## src/rtl/gray_pkg.sv

```systemverilog
// Shared Gray-code helpers and counter mode constants.
// The helpers work on a fixed 32-bit width, so callers zero-extend the input and truncate the result.
package gray_pkg;

  localparam int MODE_WRAP  = 0;
  localparam int MODE_SAT   = 1;
  localparam int GRAY_MAX_W = 32;

  function automatic logic [GRAY_MAX_W-1:0] bin2gray(input logic [GRAY_MAX_W-1:0] b);
    return b ^ (b >> 1);
  endfunction

  // Prefix XOR from the MSB down; zero upper bits leave the low bits unaffected
  function automatic logic [GRAY_MAX_W-1:0] gray2bin(input logic [GRAY_MAX_W-1:0] g);
    logic [GRAY_MAX_W-1:0] b;
    b[GRAY_MAX_W-1] = g[GRAY_MAX_W-1];
    for (int i = GRAY_MAX_W-2; i >= 0; i--) begin
      b[i] = b[i+1] ^ g[i];
    end
    return b;
  endfunction

endpackage

```

## src/rtl/gray_counter_param.sv

```systemverilog
// Parametrised Gray counter with enable, up/down, load, clear and wrap/saturate control.
// The binary and Gray registers load from the same next value, so the Gray output is taken straight from a flop.
module gray_counter_param
  import gray_pkg::*;
#(
  parameter int N         = 4,
  parameter int SATURATE  = MODE_WRAP,
  parameter int RESET_VAL = 0
) (
  input  logic         i_clk,
  input  logic         i_reset_n,
  input  logic         i_en,
  input  logic         i_up_dn,
  input  logic         i_clr,
  input  logic         i_load,
  input  logic [N-1:0] i_load_val,
  output logic [N-1:0] o_gray_count,
  output logic [N-1:0] o_bin_count,
  output logic         o_wrap,
  output logic         o_at_max,
  output logic         o_at_min
);

  localparam logic [N-1:0] MAX_VAL  = '1;
  localparam logic [N-1:0] ONE      = N'(1);
  localparam logic [N-1:0] RST_BIN  = N'(RESET_VAL);
  localparam logic [N-1:0] RST_GRAY = N'(bin2gray(GRAY_MAX_W'(RESET_VAL)));
  localparam bit           SAT_EN   = (SATURATE == MODE_SAT);

  logic [N-1:0] r_bin;
  logic [N-1:0] r_gray;
  logic         r_wrap;

  logic [N-1:0] w_bin_next;
  logic [N-1:0] w_gray_next;
  logic         w_wrap_next;

  // Priority: clear, then load, then count; a limit step either wraps (pulsing o_wrap) or holds
  always_comb begin
    w_bin_next  = r_bin;
    w_wrap_next = 1'b0;
    if (i_clr) begin
      w_bin_next = '0;
    end else if (i_load) begin
      w_bin_next = i_load_val;
    end else if (i_en) begin
      if (i_up_dn) begin
        if (r_bin != MAX_VAL) begin
          w_bin_next = r_bin + ONE;
        end else if (!SAT_EN) begin
          w_bin_next  = '0;
          w_wrap_next = 1'b1;
        end
      end else begin
        if (r_bin != '0) begin
          w_bin_next = r_bin - ONE;
        end else if (!SAT_EN) begin
          w_bin_next  = MAX_VAL;
          w_wrap_next = 1'b1;
        end
      end
    end
  end

  assign w_gray_next = N'(bin2gray(GRAY_MAX_W'(w_bin_next)));

  always_ff @(posedge i_clk or negedge i_reset_n) begin
    if (!i_reset_n) begin
      r_bin  <= RST_BIN;
      r_gray <= RST_GRAY;
      r_wrap <= 1'b0;
    end else begin
      r_bin  <= w_bin_next;
      r_gray <= w_gray_next;
      r_wrap <= w_wrap_next;
    end
  end

  assign o_gray_count = r_gray;
  assign o_bin_count  = r_bin;
  assign o_wrap       = r_wrap;
  assign o_at_max     = (r_bin == MAX_VAL);
  assign o_at_min     = (r_bin == '0);

endmodule

```

## config.mk

```make
export PLATFORM = sky130hd
export DESIGN_NAME = gray_counter_param
export DESIGN_NICKNAME = d
export VERILOG_FILES = /design/src/rtl/gray_pkg.sv /design/src/rtl/gray_counter_param.sv
export SDC_FILE = /design/constraint.sdc
export NUM_CORES = 1
export LEC_CHECK = 0
export ABC_AREA = 1
export BUFFER_PORTS_ARGS = -buffer_cell sky130_fd_sc_hd__buf_4
export CAP_MARGIN = 0
export CORE_UTILIZATION = 38
export DETAILED_ROUTE_END_ITERATION = 6
export HOLD_SLACK_MARGIN = 0.12
export PLACE_DENSITY_LB_ADDON = 0.2
export SLEW_MARGIN = 20
export SYNTH_ARGS = -nofsm -noshare
export SYNTH_HDL_FRONTEND = slang
export SYNTH_SLANG_ARGS = --single-unit
```

## constraint.sdc

```tcl
create_clock -name i_clk -period 1.5 [get_ports i_clk]
set_input_delay 0.3 -clock i_clk [delete_from_list [all_inputs] [get_ports i_clk]]
set_output_delay 0.3 -clock i_clk [all_outputs]
set_load 0.01 [all_outputs]
```

==> out/results.ini <==
[route]
wl_mm = 1.43
route.detailed.drc = 0
drt_iter0_markers = 6
drt-pass1-iter-count = 4
post_drt_wl_per_cell_um = 11.7
ant_nets = 0
via_per_inst = 4.85
vias = 592

[placed_design]
hpwlAfterDp_mm = 1.07
port_buffers = 20
place.gp.congestion = 0.826

[worst_setup_path]
start_kind = register
critPathBufInv = 1
crit_path_max_fanout = 3
crit_slowest_cell = dfrtp_2
r2r_start = o_bin_count[1]
cp_num_cells = 4
cp_top_family = flip-flops
critical_path.max_stage_delay_ns = 0.39
r2r_setup_slack_ns = 0.05
crit_path_cell_trace = ha_2 > nand2_4 > nor2_4 > buf_4
end_kind = output pin
rr_endpoint = o_gray_count[2]
crit_required_ns = 1.20
cp.arrival_ns = 1.17
reg2reg_depth = 10
crit_type = register to output pin

[run]
maxCapViolCount = 0

[cts]
clk_path_buf_depth = 2
h-tree-depth = 1
cts_tree = yes
clock-sinks = 8
cts.clk_slew.worst_paths_ns = 0.06
cts_buffers = 3
clock_latency_ns = 0.26
cts_root_buffer = clkbuf_4

[finish]
nets = 121
final_common_cell = buf_4
synthToLayoutAreaGrowth_pct = 53.8
layout_common_cells = 26 x buf_4, 10 x inv_1, 7 x nor2_1, 7 x nand3_1, 6 x nand2_1
num_antenna_cells = 0
drive_gt1_share_pct = 56.1
nFillCells = 119

[global_routing]
grt_pass1_wl_mm = 2.30
grt_overflow = 0
groute.usage.overall_pct = 17.7
antenna_found_initial = 0
grt_pass1_vias = 559
grt_max_degree = 11

[die]
die_h_um = 41.5
start_util_pct = 42.9
core_mm2 = 0.00138
row_count = 13
die_w_um = 41.5
io_pins = 21
dieArea_mm2 = 0.00172

[timing]
finalClockSkew_ns = 0.00987
finalHoldViolCount = 0
relSlewSlack_pct = 82.4
maxSlewViolCount = 0
fmax_mhz = 683
holdWs_ns = 0.339
finalCritPeriodShare_pct = 97.7
worstMarginPinSlew_ns = 0.265
finalSetupViolCount = 0
rsz0062_at_grt = true
post-route-min-period_ns = 1.47

[worst_hold_path]
hp-class = input port to register
whs_path_depth = 3
whs_endpoint = o_bin_count[0]
hold_start = i_load

[synthesis]
syn-cell-area_um2 = 593
yosys-top-cells-area = dfrtp_1 34%, inv_1 7.6%, ha_1 6.3%, nand3_1 5.9%, xor2_1 5.9%
yosysUniqueCellTypes = 24
synth.top_cell.area_share_pct = 33.8
synth_nets = 89
yosys.area.top_type = dfrtp_1
ys_seq_area_share_pct = 33.8
ys_ff_latch = 8
yosys_warnings = 0
avgSynthCellArea_um2 = 7.80
syn-instance-count = 76

[power_and_ir_drop]
finalPower_mw = 0.707
power_leakage_nw = 0.498
max-vdd-ir-drop_mv = 0.391
powerDensity_mw_per_mm2 = 775

[outcome]
status = complete, no violations

repair_timing:
action | in CTS | in global routing
hold buffers | 1 | 0
hold endpoints to repair | 8 | 0
pin swaps | 2 | 5
gates resized for setup | 6 | 13
endpoints found under the setup margin | 4 | 6
buffers inserted | 5 | 0
cells by family after synthesis:
group	Yosys count	share of synthesized area (%)
AND/OR/NAND/NOR	34	31.0
buffers and inverters	18	13.5
AO/OA/AOI/OAI	9	9.49
flip-flops	8	33.8
XOR/XNOR	4	5.91
adder cells (fa/ha/maj)	3	6.33
synth_stat cells:
cell type,instances
a21oi_1,3
a21oi_2,1
buf_4,1
buf_6,1
clkinv_2,1
dfrtp_1,8
ha_1,3
inv_1,12
inv_2,3
nand2_1,9
nand2_2,3
nand2_4,1
nand3_1,7
nand3_2,2
nand3b_2,1
nand4_1,1
nor2_1,8
nor2_2,1
nor2_4,1
o2111ai_1,1
o21ai_0,1
o21ai_1,2
o21ai_2,1
xor2_1,4
tightest hold or removal path, delay by kind of cell:
family                 cells  cell delay [ns]
AO/OA/AOI/OAI              1             0.10
buffers and inverters      2             0.17
registers in the layout, indices dropped and copies added, names as in the netlist:
name	flops
o_bin_count	4
o_gray_count	3
o_wrap	1
power by group:
group / internal, mW / leakage (nW) / switching, mW / total, mW
combinational: 0.137 / 0.386 / 0.135 / 0.271
sequential: 0.239 / 0.0968 / 0.0216 / 0.261
clock: 0.102 / 0.0150 / 0.0728 / 0.175
total: 0.478 / 0.498 / 0.229 / 0.707
metal layers:
metal | part of all wire (%) | vias to the layer above | track usage [%]
met5 | 0 | - | 0
met4 | 1.3 | 0 | 3.87
met3 | 4.8 | 5 | 6.52
met2 | 50 | 23 | 31.6
met1 | 44 | 267 | 19.8
li1 | - | 297 | -
cell type report:
class	instances	area, um2	area share, %
tap	15	18.8	2.06
timing repair buffer	29	228	25.0
inverter	16	61.3	6.72
multi-input combinational	50	373	40.9
clock buffer	4	26.3	2.88
sequential	8	205	22.5
through the flow:
step	instance area, um2	utilization [%]	setup WS (ns)	cells	setup TNS [ns]
2_1_floorplan	596	-	0.00137	76	0
3_3_place_gp	768	55.6	0.0422	112	0
3_5_place_dp	768	55.6	-0.00806	112	-0.0117
4_1_cts	851	61.5	0.00213	122	0
5_1_grt	912	66.0	-0.0353	122	-0.0535
6_report	912	66.0	0.0348	122	0
worst max-delay path by stage:
| stage | endpoint | startpoint | slack [ns] |
|---|---|---|---|
| floorplan | o_gray_count[1] | o_bin_count[0] | 0.001 |
| global placement | o_gray_count[1] | o_bin_count[0] | 0.04 |
| detailed placement | o_gray_count[1] | o_bin_count[0] | -0.008 |
| CTS | o_gray_count[1] | o_bin_count[0] | 0.002 |
| global route | o_gray_count[2] | o_bin_count[0] | -0.04 |
| finish | o_at_max | o_bin_count[1] | 0.03 |
No activity file was read; power rests on OpenSTA's default activity.
